===== src/rtl/register_file_sb.sv =====
// Register file with a per-register pending scoreboard.
// Register 0 reads as zero, ignores writes and never becomes pending.
// Optional macro RF_BYPASS_EN forwards same-cycle writeback data to the
// read ports and masks busy for the register being written.
module register_file_sb #(
  parameter int unsigned XLEN = 32,
  parameter int unsigned AW   = 5
) (
  input  logic            clk,
  input  logic            rst_n,
  input  logic            RegWrite,
  input  logic [AW-1:0]   A3,
  input  logic [XLEN-1:0] WD3,
  input  logic [AW-1:0]   A1,
  input  logic [AW-1:0]   A2,
  output logic [XLEN-1:0] RD1,
  output logic [XLEN-1:0] RD2,
  input  logic            issue_valid,
  input  logic [AW-1:0]   issue_rd,
  output logic            busy1,
  output logic            busy2,
  output logic [AW:0]     pend_cnt,
  output logic            wb_err
);

  localparam int unsigned DEPTH = 2 ** AW;
  localparam int unsigned CW    = AW + 1;

  logic [XLEN-1:0]  regs_q [DEPTH];
  logic [XLEN-1:0]  regs_d [DEPTH];
  logic [DEPTH-1:0] pending_q, pending_d;
  logic [CW-1:0]    pend_cnt_q, pend_cnt_d;
  logic             wb_err_q, wb_err_d;
  logic             wr_en, iss_en;

  // Qualified write and issue strobes; register 0 is never a target.
  assign wr_en  = RegWrite && (A3 != '0);
  assign iss_en = issue_valid && (issue_rd != '0);

  // Next state: write data, clear-then-set pending (issue wins), sticky error, popcount.
  always_comb begin
    regs_d     = regs_q;
    pending_d  = pending_q;
    wb_err_d   = wb_err_q;
    pend_cnt_d = '0;
    if (wr_en) begin
      regs_d[A3]    = WD3;
      pending_d[A3] = 1'b0;
      if (!pending_q[A3]) begin
        wb_err_d = 1'b1;
      end
    end
    if (iss_en) begin
      pending_d[issue_rd] = 1'b1;
    end
    for (int unsigned i = 0; i < DEPTH; i++) begin
      pend_cnt_d = pend_cnt_d + CW'(pending_d[i]);
    end
  end

  // State registers with asynchronous clear.
  always_ff @(posedge clk or negedge rst_n) begin
    if (!rst_n) begin
      for (int unsigned i = 0; i < DEPTH; i++) begin
        regs_q[i] <= '0;
      end
      pending_q  <= '0;
      pend_cnt_q <= '0;
      wb_err_q   <= 1'b0;
    end else begin
      regs_q     <= regs_d;
      pending_q  <= pending_d;
      pend_cnt_q <= pend_cnt_d;
      wb_err_q   <= wb_err_d;
    end
  end

  assign pend_cnt = pend_cnt_q;
  assign wb_err   = wb_err_q;

  // Read port 1: stored value and pending bit, optionally bypassed from writeback.
  always_comb begin
    RD1   = regs_q[A1];
    busy1 = pending_q[A1] && (A1 != '0);
`ifdef RF_BYPASS_EN
    if (rst_n && wr_en && (A3 == A1)) begin
      RD1   = WD3;
      busy1 = 1'b0;
    end
`endif
  end

  // Read port 2: same behaviour as port 1 for A2.
  always_comb begin
    RD2   = regs_q[A2];
    busy2 = pending_q[A2] && (A2 != '0);
`ifdef RF_BYPASS_EN
    if (rst_n && wr_en && (A3 == A2)) begin
      RD2   = WD3;
      busy2 = 1'b0;
    end
`endif
  end

endmodule

===== config.mk =====
export PLATFORM = sky130hd
export DESIGN_NAME = register_file_sb
export DESIGN_NICKNAME = d
export VERILOG_FILES = /design/src/rtl/register_file_sb.sv
export SDC_FILE = /design/constraint.sdc
export NUM_CORES = 2
export LEC_CHECK = 0
export CORE_ASPECT_RATIO = 0.75
export CORE_UTILIZATION = 65
export CTS_CLUSTER_DIAMETER = 60
export DETAILED_ROUTE_END_ITERATION = 8
export MAX_ROUTING_LAYER = met4
export PLACE_DENSITY = 0.89
export SYNTH_ARGS = -nofsm -noshare
export SYNTH_HDL_FRONTEND = slang
export SYNTH_SLANG_ARGS = --single-unit

===== constraint.sdc =====
create_clock -name clk -period 7.25 [get_ports clk]
set_input_delay 1.45 -clock clk [delete_from_list [all_inputs] [get_ports clk]]
set_output_delay 1.45 -clock clk [all_outputs]
set_load 0.02 [all_outputs]

# After elaboration in Yosys (flattened, before gate mapping)
# Cells that the tools add are included.
# classes
n_addsub	31
n_lt_le_gt_ge	10
n_mux	21
n_bitwise	7
n_reduce_logical	12
# op_table
operator	count
1024-bit bitwise mux	1
32-bit binary-select mux with 5-bit select	2
32-bit two-way mux	7
32-bit demux with 5-bit select	1
6-bit by 1-bit adder with 6-bit output	26
32-bit bitwise AND	1
32-bit inverter	1
32-bit bitwise OR	1
5-bit by 6-bit less-than comparator with 1-bit output (second input constant)	4
5-bit nonzero test	4
6-bit >= comparator (second input constant)	3
5-bit inverter with 6-bit output	3
1-bit binary-select mux with 5-bit select	3
1-bit demux with 5-bit select	2
5-bit by 1-bit >= comparator with 1-bit output (second input constant)	2
1-bit logical AND	7
5-bit by 1-bit adder with 6-bit output	1
6-bit by 1-bit less-than comparator with 1-bit output (second input constant)	1
4-bit by 1-bit adder with 5-bit output	1
1-bit two-way mux	5
3-bit by 1-bit adder with 4-bit output	1
2-bit by 1-bit adder with 3-bit output	1
1-bit by 1-bit adder with 2-bit output	1
2-bit AND reduction	1
1-bit inverter	1
# totals
ff_bits	1063
input_bits	56
out_inout_bits	73
wordCells	116

# Longest topological paths before layout
# logic_depth
word_depth	40
depth_mapped	23
mapped_depth_nobuf	21

# Worst setup path before layout
# OpenSTA, ideal clock, no wires.
# synth_timing
path_kind	input-to-reg
start	in A3[1]
end	reg pend_cnt_q[4] (netlist: pend_cnt[4])
setup_time_ns	0.080
arrival_time_ns	6.950
required_time_ns	7.170
setup_slack_ns	0.220
stages	23
n_path_buf	3
cell_sequence	buf_2 and3b_1 clkbuf_1 nand3_1 buf_2 a22o_1 fa_1 inv_1 fa_1 inv_1 fa_1 inv_1 fa_1 inv_1 fa_1 inv_1 fa_1 inv_1 ha_1 fa_1 a21o_1 a21oi_1 xnor2_1
# synth_via
word_cells_on_any_way	43
classes_between	add/sub: 31; order compare: 2; mux: 4; bitwise: 3; reduce/logical: 3
# synth_rtl
element	line	text
from (decl)	12	input logic [AW-1:0] A3,
5-bit by 6-bit less-than comparator with 1-bit output (implied by the code) / 5-bit by 1-bit >= comparator with 1-bit output (equally long branches)	48	pending_d[A3] = 1'b0;
1-bit logical AND (implied by the code)	48	
1-bit two-way mux (implied by the code)	48	
1-bit demux with 5-bit select	48	
32-bit inverter (no line)	-	
32-bit bitwise AND (no line)	-	
32-bit two-way mux (*)	46	if (wr_en) begin
32-bit bitwise OR (no line)	-	
32-bit two-way mux (*)	53	if (iss_en) begin
named net pending_d[5]	31	logic [DEPTH-1:0] pending_q, pending_d;
5-bit by 1-bit adder with 6-bit output (*)	57	pend_cnt_d = pend_cnt_d + CW'(pending_d[i]);
6-bit by 1-bit adder with 6-bit output (*) (26 in series)	57	
named net pend_cnt_d[4]	32	logic [CW-1:0] pend_cnt_q, pend_cnt_d;
to (signal assigned)	73	pend_cnt_q <= pend_cnt_d;
to (decl)	32	
# The timed path passes the listed nets; every way through them passes the cells marked *.
# A chain may end at the register's enable or synchronous reset.

# Worst setup path after layout
# layout_timing
start	in A3[4]
end	reg pend_cnt_q[4] (netlist: pend_cnt[4])
# layout_via
word_cells_on_any_way	43
classes_between	add/sub: 31; order compare: 2; mux: 4; bitwise: 3; reduce/logical: 3
# layout_rtl
element	line
5-bit by 6-bit less-than comparator with 1-bit output (implied by the code) / 5-bit by 1-bit >= comparator with 1-bit output (equally long branches)	48
1-bit logical AND (implied by the code)	48
1-bit two-way mux (implied by the code)	48
1-bit demux with 5-bit select	48
32-bit inverter (no line)	-
32-bit bitwise AND (no line)	-
32-bit two-way mux (*)	46
32-bit bitwise OR (no line)	-
32-bit two-way mux (*)	53
named net pending_d[17]	31
6-bit by 1-bit adder with 6-bit output (*) (15 in series)	57
named net pend_cnt_d[4]	32
# Marks and branches as above.

==> impl_metrics.env <==
export IMPL_drc=5
export IMPL_cp_slowest_stage_delay_ns=0.56
export IMPL_post_cts_hold_buffer_count=0
export IMPL_postLayoutCellArea_sq_um=62440
export IMPL_netlist_top_cells_area="dfrtp_1, mux4_2, mux2_2, mux2i_1, o22ai_1"
export IMPL_number_of_flops_mapped_to_enable_cells_by_yosys=0
export IMPL_power_switching_fraction=0.2990
export IMPL_grt_usage=0.3786
export IMPL_total_power_uw=19250
export IMPL_outcome="finished, violations left"
export IMPL_fin_tns_setup_ns=0
export IMPL_power_frac_clock=0.292
export IMPL_wire_length_of_the_first_global_routing_pass_um=240000
export IMPL_finalSetupViolations=0
export IMPL_timing_critical_path_cells="clkdlybuf4s50_1 > buf_4 > nor3b_2 > buf_4 > nand2_2 > a32o_1 > fa_1 > inv_1 > fa_1 > fa_1 > fa_1 > inv_1 > fa_1 > inv_1 > fa_1 > inv_1 > ha_1 > fa_1 > a21o_1 > a21oi_1 > xnor2_1"
export IMPL_netlist_area_before_placement_sq_um=56510
export IMPL_startpoint_type="input pin"
export IMPL_maximum_number_of_pins_on_one_net_before_global_route_repair=176
export IMPL_synth_seq_area_share=0.4707
export IMPL_drt_first_pass_iters=9
export IMPL_starting_density=0.6572
export IMPL_synth_async_reset_ratio=1.000
export IMPL_numPortBuffers=128
export IMPL_via_count=36340
export IMPL_rrSetupSlack_ns=2.01
export IMPL_synth_largest_area_cell="dfrtp_1"
export IMPL_row_count=93
export IMPL_hold_path_class="reg -> reg"
export IMPL_cts_buffers_inserted=100
export IMPL_placedInstanceArea_sq_um=58960
export IMPL_vdd_ir_drop_worst_v=0.0006604
export IMPL_synth_area_per_cell_sq_um=15.51
export IMPL_hp_start="regs_q[1010]$_DFFE_PN0P_"
export IMPL_clock_skew_ns=0.02311
export IMPL_path_common_cell="fa_1"
export IMPL_antennaDiodeCount=0
export IMPL_post_cts_resized_instances=0
export IMPL_rr_endpoint="pend_cnt[4]$_DFF_PN0_"
export IMPL_synth_distinct_cells=48
export IMPL_nets=3694
export IMPL_gr_total_overflow=0
export IMPL_timing_worst_slew_pin_value_ns=1.329
export IMPL_fraction_of_layout_cells_with_a_size_suffix_above_1=0.5140
export IMPL_grt_antenna_before_repair=2
export IMPL_report_final_hold_viol_count=0
export IMPL_holdPathStages=0
export IMPL_worst_ep_required_time_ns=7.86
export IMPL_detail_route_antenna_nets=0
export IMPL_final_routed_wire_length_divided_by_cell_count_um=32.64
export IMPL_total_of_warnings_raised_by_yosys=0
export IMPL_clock_sinks=1063
export IMPL_max_cap_viol_count=0
export IMPL_grt_setup_unrepaired="no"
export IMPL_failing_checks="DRC"
export IMPL_rr_worst_depth=18
export IMPL_pwr_density_cell_nw_per_um2=308.3
export IMPL_post_synth_top_area_fraction=0.4707
export IMPL_post_layout_nonfiller_instances=4829
export IMPL_area_growth_synth_to_final_pct=10.48
export IMPL_worst_r2r_startpoint="pending_q[5]$_DFF_PN0_"
export IMPL_cp_slowest_cell="fa_1"
export IMPL_total_die_area_sq_um=88140
export IMPL_max_slew_margin=0.1116
export IMPL_final_max_slew_violation_count=0
export IMPL_p_int_uw=13490
export IMPL_timing_critical_path_fanout_max=8
export IMPL_core_area_sq_um=85990
export IMPL_finalCritPeriodShare=0.9077
export IMPL_pwr_share_seq=0.416
export IMPL_power_net_switching_uw=5755
export IMPL_timing_fmax_ghz=0.1519
export IMPL_place_detailed_instances=4645
export IMPL_tritoncts="built"
export IMPL_post_dp_hpwl_um=87240
export IMPL_syn_inst=3643
export IMPL_clock_tree_root_cell="clkbuf_16"
export IMPL_fin_worst_hold_slack_ns=0.3934
export IMPL_combPwrFrac=0.292
export IMPL_total_leakage_power_uw=0.02745
export IMPL_synth_seq_cells=1063
export IMPL_timing_worst_setup_path_type="in -> reg"
export IMPL_grt_pass1_vias=37340
export IMPL_synth_top_flop_cell="dfrtp_1"
export IMPL_critPathArrivalTime_ns=7.20
export IMPL_die_h_um=257.4
export IMPL_syn_num_nets=3730
export IMPL_die_w_um=342.5
export IMPL_top_level_ports=129
export IMPL_hold_path_end="regs_q[1010]$_DFFE_PN0P_"
export IMPL_clk_path_buf_depth=3
export IMPL_clkLatencyLatePin_ns=0.69
export IMPL_clkSlewWorstSetupHoldPaths_ns=0.06
export IMPL_drt_total_wl_um=157600
export IMPL_routabilityCongestion=0.9443
export IMPL_drt_vias_per_instance=7.526
export IMPL_timing_final_crit_period_ns=6.581
export IMPL_detailedRoute_firstIterationViolations=4868
export IMPL_cts_post_setup_buffers_inserted=0
export IMPL_endpoint_kind="flop"
export IMPL_h_tree_depth=3
cell type report:
type                            instances  area (sq um)
Timing Repair Buffer                  275          2693
Tap cell                             1140          1426
Clock inverter                         47         569.3
Multi-Input combinational cell       2127         28090
Inverter                               40         150.1
Clock buffer                          137          2904
Fill cell                            5100         23550
Sequential cell                      1063         26600
flip-flops by register name, summed over array words and instances, names as in the netlist:
register and count:
pend_cnt 6, wb_err 1, regs_q 1024, pending_q 32
synth_stat cells, types with 29 or more instances:
cell type and instances:
a211o_1 64, a21oi_1 66, buf_1 76, buf_2 130
buf_4 29, clkbuf_1 177, dfrtp_1 1063, inv_1 40
mux2_2 994, mux2i_1 137, mux4_2 533, nand2_1 30
o22ai_1 130
cells by family after synthesis:
family	synth area share
mux	0.4349
flops	0.4707
buf+inv	0.03491
compound gates	0.03848
simple gates	0.01047
fa+ha+maj	0.01005
xor+xnor	0.0004650
how the worst max path moves through the flow:
stage	startpoint	to	slack [ns]	cells after the start
floorplan	A3[1]	pend_cnt[4]$_DFF_PN0_	0.22	23
global placement	A3[4]	pend_cnt[4]$_DFF_PN0_	0.02	21
detailed placement	A3[4]	pend_cnt[4]$_DFF_PN0_	-0.02	21
CTS	A3[3]	pend_cnt[4]$_DFF_PN0_	0.67	22
global route	A3[3]	pend_cnt[4]$_DFF_PN0_	0.37	22
finish	A3[4]	pend_cnt[4]$_DFF_PN0_	0.67	21
power groups by stage:
stage	clock, uW	sequential [uW]	combinational, uW
after floorplan	0	7740	4140
after global placement	0	7910	5330
after detailed placement	0	8040	5550
after CTS	5630	7960	5640
after global routing	5870	8130	6160
final	5610	8020	5620
placed cells by master (no fill, tap or decap), types with 5 or more instances in the layout:
cell type           n
a211o_1            64
a21oi_1            66
a22o_1             19
a22oi_1            12
a32o_1              5
and3_1              5
buf_12             23
buf_4             126
buf_8               5
bufinv_16          11
clkbuf_1           13
clkbuf_16         102
clkbuf_8           22
clkdlybuf4s50_1   121
clkinv_2           20
clkinvlp_4          7
dfrtp_1          1063
fa_1               24
ha_1                7
inv_1              40
inv_6               6
mux2_2            994
mux2i_1           137
mux4_2            533
nand2_1            18
nand2_2            17
nand3_1             5
nand3_2             6
nand3b_1            7
nor2_1             11
nor2_4             11
nor2b_1             6
o21ai_0             8
o22ai_1           130
per-layer routing:
layer	vias to the layer above	track usage	routed length, um
li1	14080	-	-
met1	19420	0.5236	60260
met2	2324	0.5522	73450
met3	518	0.08570	16940
met4	0	0.1491	6981
met5	-	-	0
per-stage QoR:
stage | worst slack (ns) | utilization
2_1_floorplan | 0.2201 | -
3_3_place_gp | 0.01522 | 0.6857
3_5_place_dp | -0.02284 | 0.6857
4_1_cts | 0.6680 | 0.7261
5_1_grt | 0.3668 | 0.7261
6_report | 0.6688 | 0.7261
critical path, delay by kind of cell:
| family | cells | cell delay (ns) |
|---|---|---|
| XOR/XNOR | 1 | 0.13 |
| AO/OA/AOI/OAI | 3 | 0.58 |
| AND/OR/NAND/NOR | 2 | 0.23 |
| buffers and inverters | 7 | 1.03 |
| adder cells (fa/ha/maj) | 8 | 3.76 |
No activity file was read; power rests on OpenSTA's default activity.
